**config.mk**
```make
export PLATFORM = sky130hd
export DESIGN_NAME = leg_branch_pc_flat
export DESIGN_NICKNAME = d
export VERILOG_FILES = /design/src/rtl/leg_branch_pc_if.sv /design/src/rtl/leg_branch_pc.sv /design/src/flat_wrapper.sv
export SDC_FILE = /design/constraint.sdc
export NUM_CORES = 1
export LEC_CHECK = 0
export ABC_AREA = 1
export BUFFER_PORTS_ARGS = -buffer_cell sky130_fd_sc_hd__buf_2
export CAP_MARGIN = 20
export CORE_UTILIZATION = 48
export DETAILED_ROUTE_END_ITERATION = 6
export GPL_ROUTABILITY_DRIVEN = 0
export PLACE_DENSITY = 0.74
export SYNTH_ARGS = -nofsm -noshare
export SYNTH_HDL_FRONTEND = slang
export SYNTH_SLANG_ARGS = --single-unit
export TNS_END_PERCENT = 100
```
**constraint.sdc**
```tcl
create_clock -name clk -period 1.7 [get_ports clk]
set_input_delay 0.34 -clock clk [delete_from_list [all_inputs] [get_ports clk]]
set_output_delay 0.34 -clock clk [all_outputs]
set_load 0.01 [all_outputs]
```
**src/rtl/leg_branch_pc_if.sv**
```systemverilog
// rtl/leg_branch_pc_if.sv - instruction handshake and PC status bundle for leg_branch_pc
interface leg_branch_pc_if #(
  parameter int PC_WIDTH = 8
);
  logic                instr_valid;
  logic                instr_ready;
  logic [7:0]          opcode;
  logic [PC_WIDTH-1:0] target;
  logic                cond_true;
  logic                stall;
  logic                pc_wr_en;
  logic [PC_WIDTH-1:0] pc_wr_data;
  logic [PC_WIDTH-1:0] pc;
  logic                flush;
  logic                branch_taken;
  logic [15:0]         taken_count;

  modport master (
    output instr_valid, opcode, target, cond_true, stall, pc_wr_en, pc_wr_data,
    input  instr_ready, pc, flush, branch_taken, taken_count
  );

  modport slave (
    input  instr_valid, opcode, target, cond_true, stall, pc_wr_en, pc_wr_data,
    output instr_ready, pc, flush, branch_taken, taken_count
  );
endinterface

```
**src/rtl/leg_branch_pc.sv**
```systemverilog
// rtl/leg_branch_pc.sv - program counter and branch resolution with post-redirect flush bubble
module leg_branch_pc #(
  parameter int                  PC_WIDTH     = 8,
  parameter logic [PC_WIDTH-1:0] RESET_PC     = '0,
  parameter int                  PC_STEP      = 4,
  parameter int                  FLUSH_CYCLES = 1
) (
  input  logic             clk,
  input  logic             rst,
  leg_branch_pc_if.slave   bus
);
  localparam int CW = (FLUSH_CYCLES > 0) ? $clog2(FLUSH_CYCLES + 1) : 1;

  typedef enum logic {RUN, FLUSH} state_t;

  state_t              state_q, state_d;
  logic [CW-1:0]       cnt_q, cnt_d;
  logic [PC_WIDTH-1:0] pc_q, pc_d;
  logic                flush_q, flush_d;
  logic                branch_taken_q, branch_taken_d;
  logic [15:0]         taken_count_q, taken_count_d;

  logic instr_ready;
  logic accept;
  logic is_cond;

  assign instr_ready = (state_q == RUN) && !bus.stall;
  assign accept      = bus.instr_valid && instr_ready;
  // Immediate flag bits [7:6] never affect branch classification.
  assign is_cond     = (bus.opcode[5:0] >= 6'h20) && (bus.opcode[5:0] <= 6'h29);

  always_comb begin
    state_d        = state_q;
    cnt_d          = cnt_q;
    pc_d           = pc_q;
    flush_d        = flush_q;
    branch_taken_d = 1'b0;
    taken_count_d  = taken_count_q;

    if (state_q == FLUSH) begin
      if (cnt_q <= CW'(1)) begin
        state_d = RUN;
        flush_d = 1'b0;
        cnt_d   = '0;
      end else begin
        cnt_d = cnt_q - CW'(1);
      end
    end

    // An external PC write wins and swallows any instruction accepted alongside it.
    if (bus.pc_wr_en) begin
      pc_d = bus.pc_wr_data;
      if (FLUSH_CYCLES > 0) begin
        state_d = FLUSH;
        cnt_d   = CW'(FLUSH_CYCLES);
        flush_d = 1'b1;
      end
    end else if (accept && is_cond && bus.cond_true) begin
      pc_d           = bus.target;
      branch_taken_d = 1'b1;
      if (taken_count_q != 16'hFFFF) begin
        taken_count_d = taken_count_q + 16'd1;
      end
      if (FLUSH_CYCLES > 0) begin
        state_d = FLUSH;
        cnt_d   = CW'(FLUSH_CYCLES);
        flush_d = 1'b1;
      end
    end else if (accept) begin
      pc_d = pc_q + PC_WIDTH'(PC_STEP);
    end
  end

  always_ff @(posedge clk or negedge rst) begin
    if (!rst) begin
      state_q        <= RUN;
      cnt_q          <= '0;
      pc_q           <= RESET_PC;
      flush_q        <= 1'b0;
      branch_taken_q <= 1'b0;
      taken_count_q  <= '0;
    end else begin
      state_q        <= state_d;
      cnt_q          <= cnt_d;
      pc_q           <= pc_d;
      flush_q        <= flush_d;
      branch_taken_q <= branch_taken_d;
      taken_count_q  <= taken_count_d;
    end
  end

  assign bus.instr_ready  = instr_ready;
  assign bus.pc           = pc_q;
  assign bus.flush        = flush_q;
  assign bus.branch_taken = branch_taken_q;
  assign bus.taken_count  = taken_count_q;
endmodule

```
**src/flat_wrapper.sv**
```systemverilog
// flat-port wrapper written by rule: the top's interface ports become plain ports
module leg_branch_pc_flat 
#(
  parameter int                  PC_WIDTH     = 8,
  parameter logic [PC_WIDTH-1:0] RESET_PC     = '0,
  parameter int                  PC_STEP      = 4,
  parameter int                  FLUSH_CYCLES = 1
)
  (clk, rst, bus_instr_valid, bus_opcode, bus_target, bus_cond_true, bus_stall, bus_pc_wr_en, bus_pc_wr_data, bus_instr_ready, bus_pc, bus_flush, bus_branch_taken, bus_taken_count);
  leg_branch_pc_if #(.PC_WIDTH(PC_WIDTH)) bus_i ();
  input  logic clk;
  input  logic rst;
  input wire logic [$bits(bus_i.instr_valid)-1:0] bus_instr_valid;
  input wire logic [$bits(bus_i.opcode)-1:0] bus_opcode;
  input wire logic [$bits(bus_i.target)-1:0] bus_target;
  input wire logic [$bits(bus_i.cond_true)-1:0] bus_cond_true;
  input wire logic [$bits(bus_i.stall)-1:0] bus_stall;
  input wire logic [$bits(bus_i.pc_wr_en)-1:0] bus_pc_wr_en;
  input wire logic [$bits(bus_i.pc_wr_data)-1:0] bus_pc_wr_data;
  output wire logic [$bits(bus_i.instr_ready)-1:0] bus_instr_ready;
  output wire logic [$bits(bus_i.pc)-1:0] bus_pc;
  output wire logic [$bits(bus_i.flush)-1:0] bus_flush;
  output wire logic [$bits(bus_i.branch_taken)-1:0] bus_branch_taken;
  output wire logic [$bits(bus_i.taken_count)-1:0] bus_taken_count;
  assign bus_i.instr_valid = bus_instr_valid;
  assign bus_i.opcode = bus_opcode;
  assign bus_i.target = bus_target;
  assign bus_i.cond_true = bus_cond_true;
  assign bus_i.stall = bus_stall;
  assign bus_i.pc_wr_en = bus_pc_wr_en;
  assign bus_i.pc_wr_data = bus_pc_wr_data;
  assign bus_instr_ready = bus_i.instr_ready;
  assign bus_pc = bus_i.pc;
  assign bus_flush = bus_i.flush;
  assign bus_branch_taken = bus_i.branch_taken;
  assign bus_taken_count = bus_i.taken_count;
  leg_branch_pc #(.PC_WIDTH(PC_WIDTH), .RESET_PC(RESET_PC), .PC_STEP(PC_STEP), .FLUSH_CYCLES(FLUSH_CYCLES)) u_core (.clk(clk), .rst(rst), .bus(bus_i));
endmodule
```
==> out/metrics.cfg <==
[min_path]
worstHoldPathType=in -> async

[clocking]
holdBufCountCts=0
clk_pin_slew_worst_paths_ns=0.14
cts_made_buffers=3
cts_root_buffer=clkbuf_4
clk_path_buf_depth=2
clkLatencyLatePin_ns=0.32
htree_levels=1
cts_tree=built
clock_sinks=27

[placed_design]
place_inst=359
dpl.hpwl_um=2910
placed_cell_area_um2=2140
io_buffers=53
dpl_worst_slack_ns=-0.0818

[timing]
setup_viol=0
final_hold_viol_count=5
rsz0062_at_grt=false
final_max_slew_viol_count=0
fin_crit_ns=1.50
max_freq_mhz=667
finalCritPeriodShare_pct=88.2
worstMarginPinSlew_ns=0.593
timing.final.ws_setup_ns=0.201
whs_ns=-0.00537
relSlewSlack_pct=60.4
skew_ns=0.00500
setup_tns_ns=0

[logic_synthesis]
synth-seq-area-share_pct=38.6
syn_avg_cell_area_um2=7.00
synth_area_um2=1750
ys_ff_latch=27
synth_cell_type_count=24
syn_inst=250
ys_warn_count=0
synth_fp_nets=282

[global_routing]
top_usage_layer=met2
grt_overflow=0
grt.met1_usage_pct=28.1
grt_max_degree=28
met3_usage_pct=2.76
grt_first_pass_wirelength_um=6840
grtUsageMet2_pct=37.2
grt_pass1_vias=1639
antenna_found_initial=0
grt_usage_pct=21.9

[final_layout]
area_growth_pct=25.5
fillers=315
fin_nets=352
fin_area_um2=2200
diodes=0
drive_gt1_share_pct=27.3
final_util_pct=64.3
stdcell_count=365

[worst_setup_path]
reg2reg_from=u_core.bus.taken_count[0]$_DFFE_PN0P_
cp-start-kind=flip-flop
end_kind=flip-flop
rrSetupSlack_ns=0.20
rr_endpoint=u_core.bus.taken_count[12]$_DFFE_PN0P_
crit_required_ns=1.93
path_max_fanout=8
critPathKind=reg -> reg
r2r_cells=9
worstPathArrival_ns=1.73

[routing]
drc_errors=0
drt_first_pass_iters=4
routed_wirelength_um=3830
wl_per_cell_um=10.5
ant_nets=0
drtIter0Drc=77
avgViaCountPerCell=4.75
vias=1733

[floorplan]
dieArea_um2=3890
ios=57
rows=21
fp.coreArea_um2=3420
fp.dieW_um=62.4
start_util_pct=51.2
fp.dieH_um=62.4

[power]
total_power_mw=1.39
p_per_area_nw_per_um2=631
vdd_drop_max_uv=436
leakagePower_nw=1.26

[status]
violations=hold timing
status=finished with violations

[run]
max-cap-violations=0

-- worst max path at each step --
stage / from / to / slack, ns / depth (start not counted)
4_1_cts: u_core.state_q$_DFF_PN0_ / u_core.bus.taken_count[5]$_DFFE_PN0P_ / 0.09 / 8
3_5_place_dp: bus_stall / u_core.bus.taken_count[5]$_DFFE_PN0P_ / -0.08 / 9
5_1_grt: u_core.bus.taken_count[0]$_DFFE_PN0P_ / u_core.bus.taken_count[14]$_DFFE_PN0P_ / 0.06 / 9
2_1_floorplan: u_core.bus.taken_count[0]$_DFFE_PN0P_ / u_core.bus.taken_count[11]$_DFFE_PN0P_ / 0.19 / 9
6_report: u_core.bus.taken_count[0]$_DFFE_PN0P_ / u_core.bus.taken_count[12]$_DFFE_PN0P_ / 0.20 / 9
3_3_place_gp: bus_stall / u_core.bus.taken_count[14]$_DFFE_PN0P_ / -0.05 / 9
-- layout by cell type, fill, tap and decap left out, drive strengths merged --
| cell type | instances |
|---|---|
| nor3 | 2 |
| nand3 | 23 |
| dfrtp | 27 |
| xor2 | 11 |
| inv | 36 |
| o21bai | 1 |
| nand2 | 96 |
| o21ai | 9 |
| nor2 | 27 |
| clkbuf | 3 |
| clkinv | 1 |
| or2 | 2 |
| nand4 | 9 |
| xnor2 | 1 |
| buf | 69 |
| ha | 2 |
-- kinds of logic after synthesis --
group	count (synthesis)	share of synthesized area (%)
simple gates	158	40.9
buf+inv	41	10.0
flops	27	38.6
xor+xnor	12	6.01
compound gates	10	3.00
fa+ha+maj	2	1.43
-- synth_stat cells --
cell	n	share of area, %
nand2_1	94	20
inv_1	35	7.5
dfrtp_1	27	39
nand3_1	22	6.3
nor2_1	20	4.3
xor2_1	11	5.5
nand4_1	9	3.2
o21ai_1	5	1.4
nor2_4	4	2.6
o21ai_0	4	1.1
buf_2	2	0.57
buf_6	2	1.3
ha_1	2	1.4
nor3_1	2	0.57
or2_2	2	0.72
buf_4	1	0.43
inv_2	1	0.21
nand2_2	1	0.36
nand2_4	1	0.64
nand3_2	1	0.57
nor2_2	1	0.36
nor2_8	1	1.1
o21bai_1	1	0.43
xnor2_1	1	0.50
-- sequential cells by signal, indices dropped and copies added, names as in the netlist --
register / flops
u_core.bus.branch_taken: 1
u_core.bus.flush: 1
u_core.bus.pc: 8
u_core.bus.taken_count: 16
u_core.state_q: 1
-- routing by layer --
layer,wire length [um],vias to the layer above
met5,0,-
met4,38,0
met3,102,4
met2,1810,27
met1,1870,788
li1,-,914
-- area by class of cell --
type	count	area [um2]	share of cell area [%]
clock buffer	3	22.5	1.03
multi-input combinational	183	915	41.7
timing repair buffer	69	385	17.5
sequential	27	676	30.8
tap	46	57.6	2.62
clock inverter	1	5.00	0.228
inverter	36	135	6.15
-- where the power goes --
part / internal [mW] / leakage (nW) / switching (mW)
clock: 0.0883 / 0.0177 / 0.187
sequential: 0.697 / 0.332 / 0.0607
combinational: 0.153 / 0.915 / 0.200
-- repair_timing --
item,4_1_cts,5_1_grt
pin swaps,1,1
resized for setup,0,2
setup buffers,0,1
hold endpoints to repair,0,0
cloned,1,0
endpoints found under the setup margin,11,9
-- critical path, cell delays in order (launching register included) --
cell     delay [ns]
dfrtp_1        0.38
ha_1           0.18
inv_1          0.07
nor2_2         0.14
nand2_2        0.09
nor2_4         0.18
nor2_4         0.07
buf_4          0.17
nand2_1        0.08
nand2_1        0.05
No activity file was read; power rests on OpenSTA's default activity.
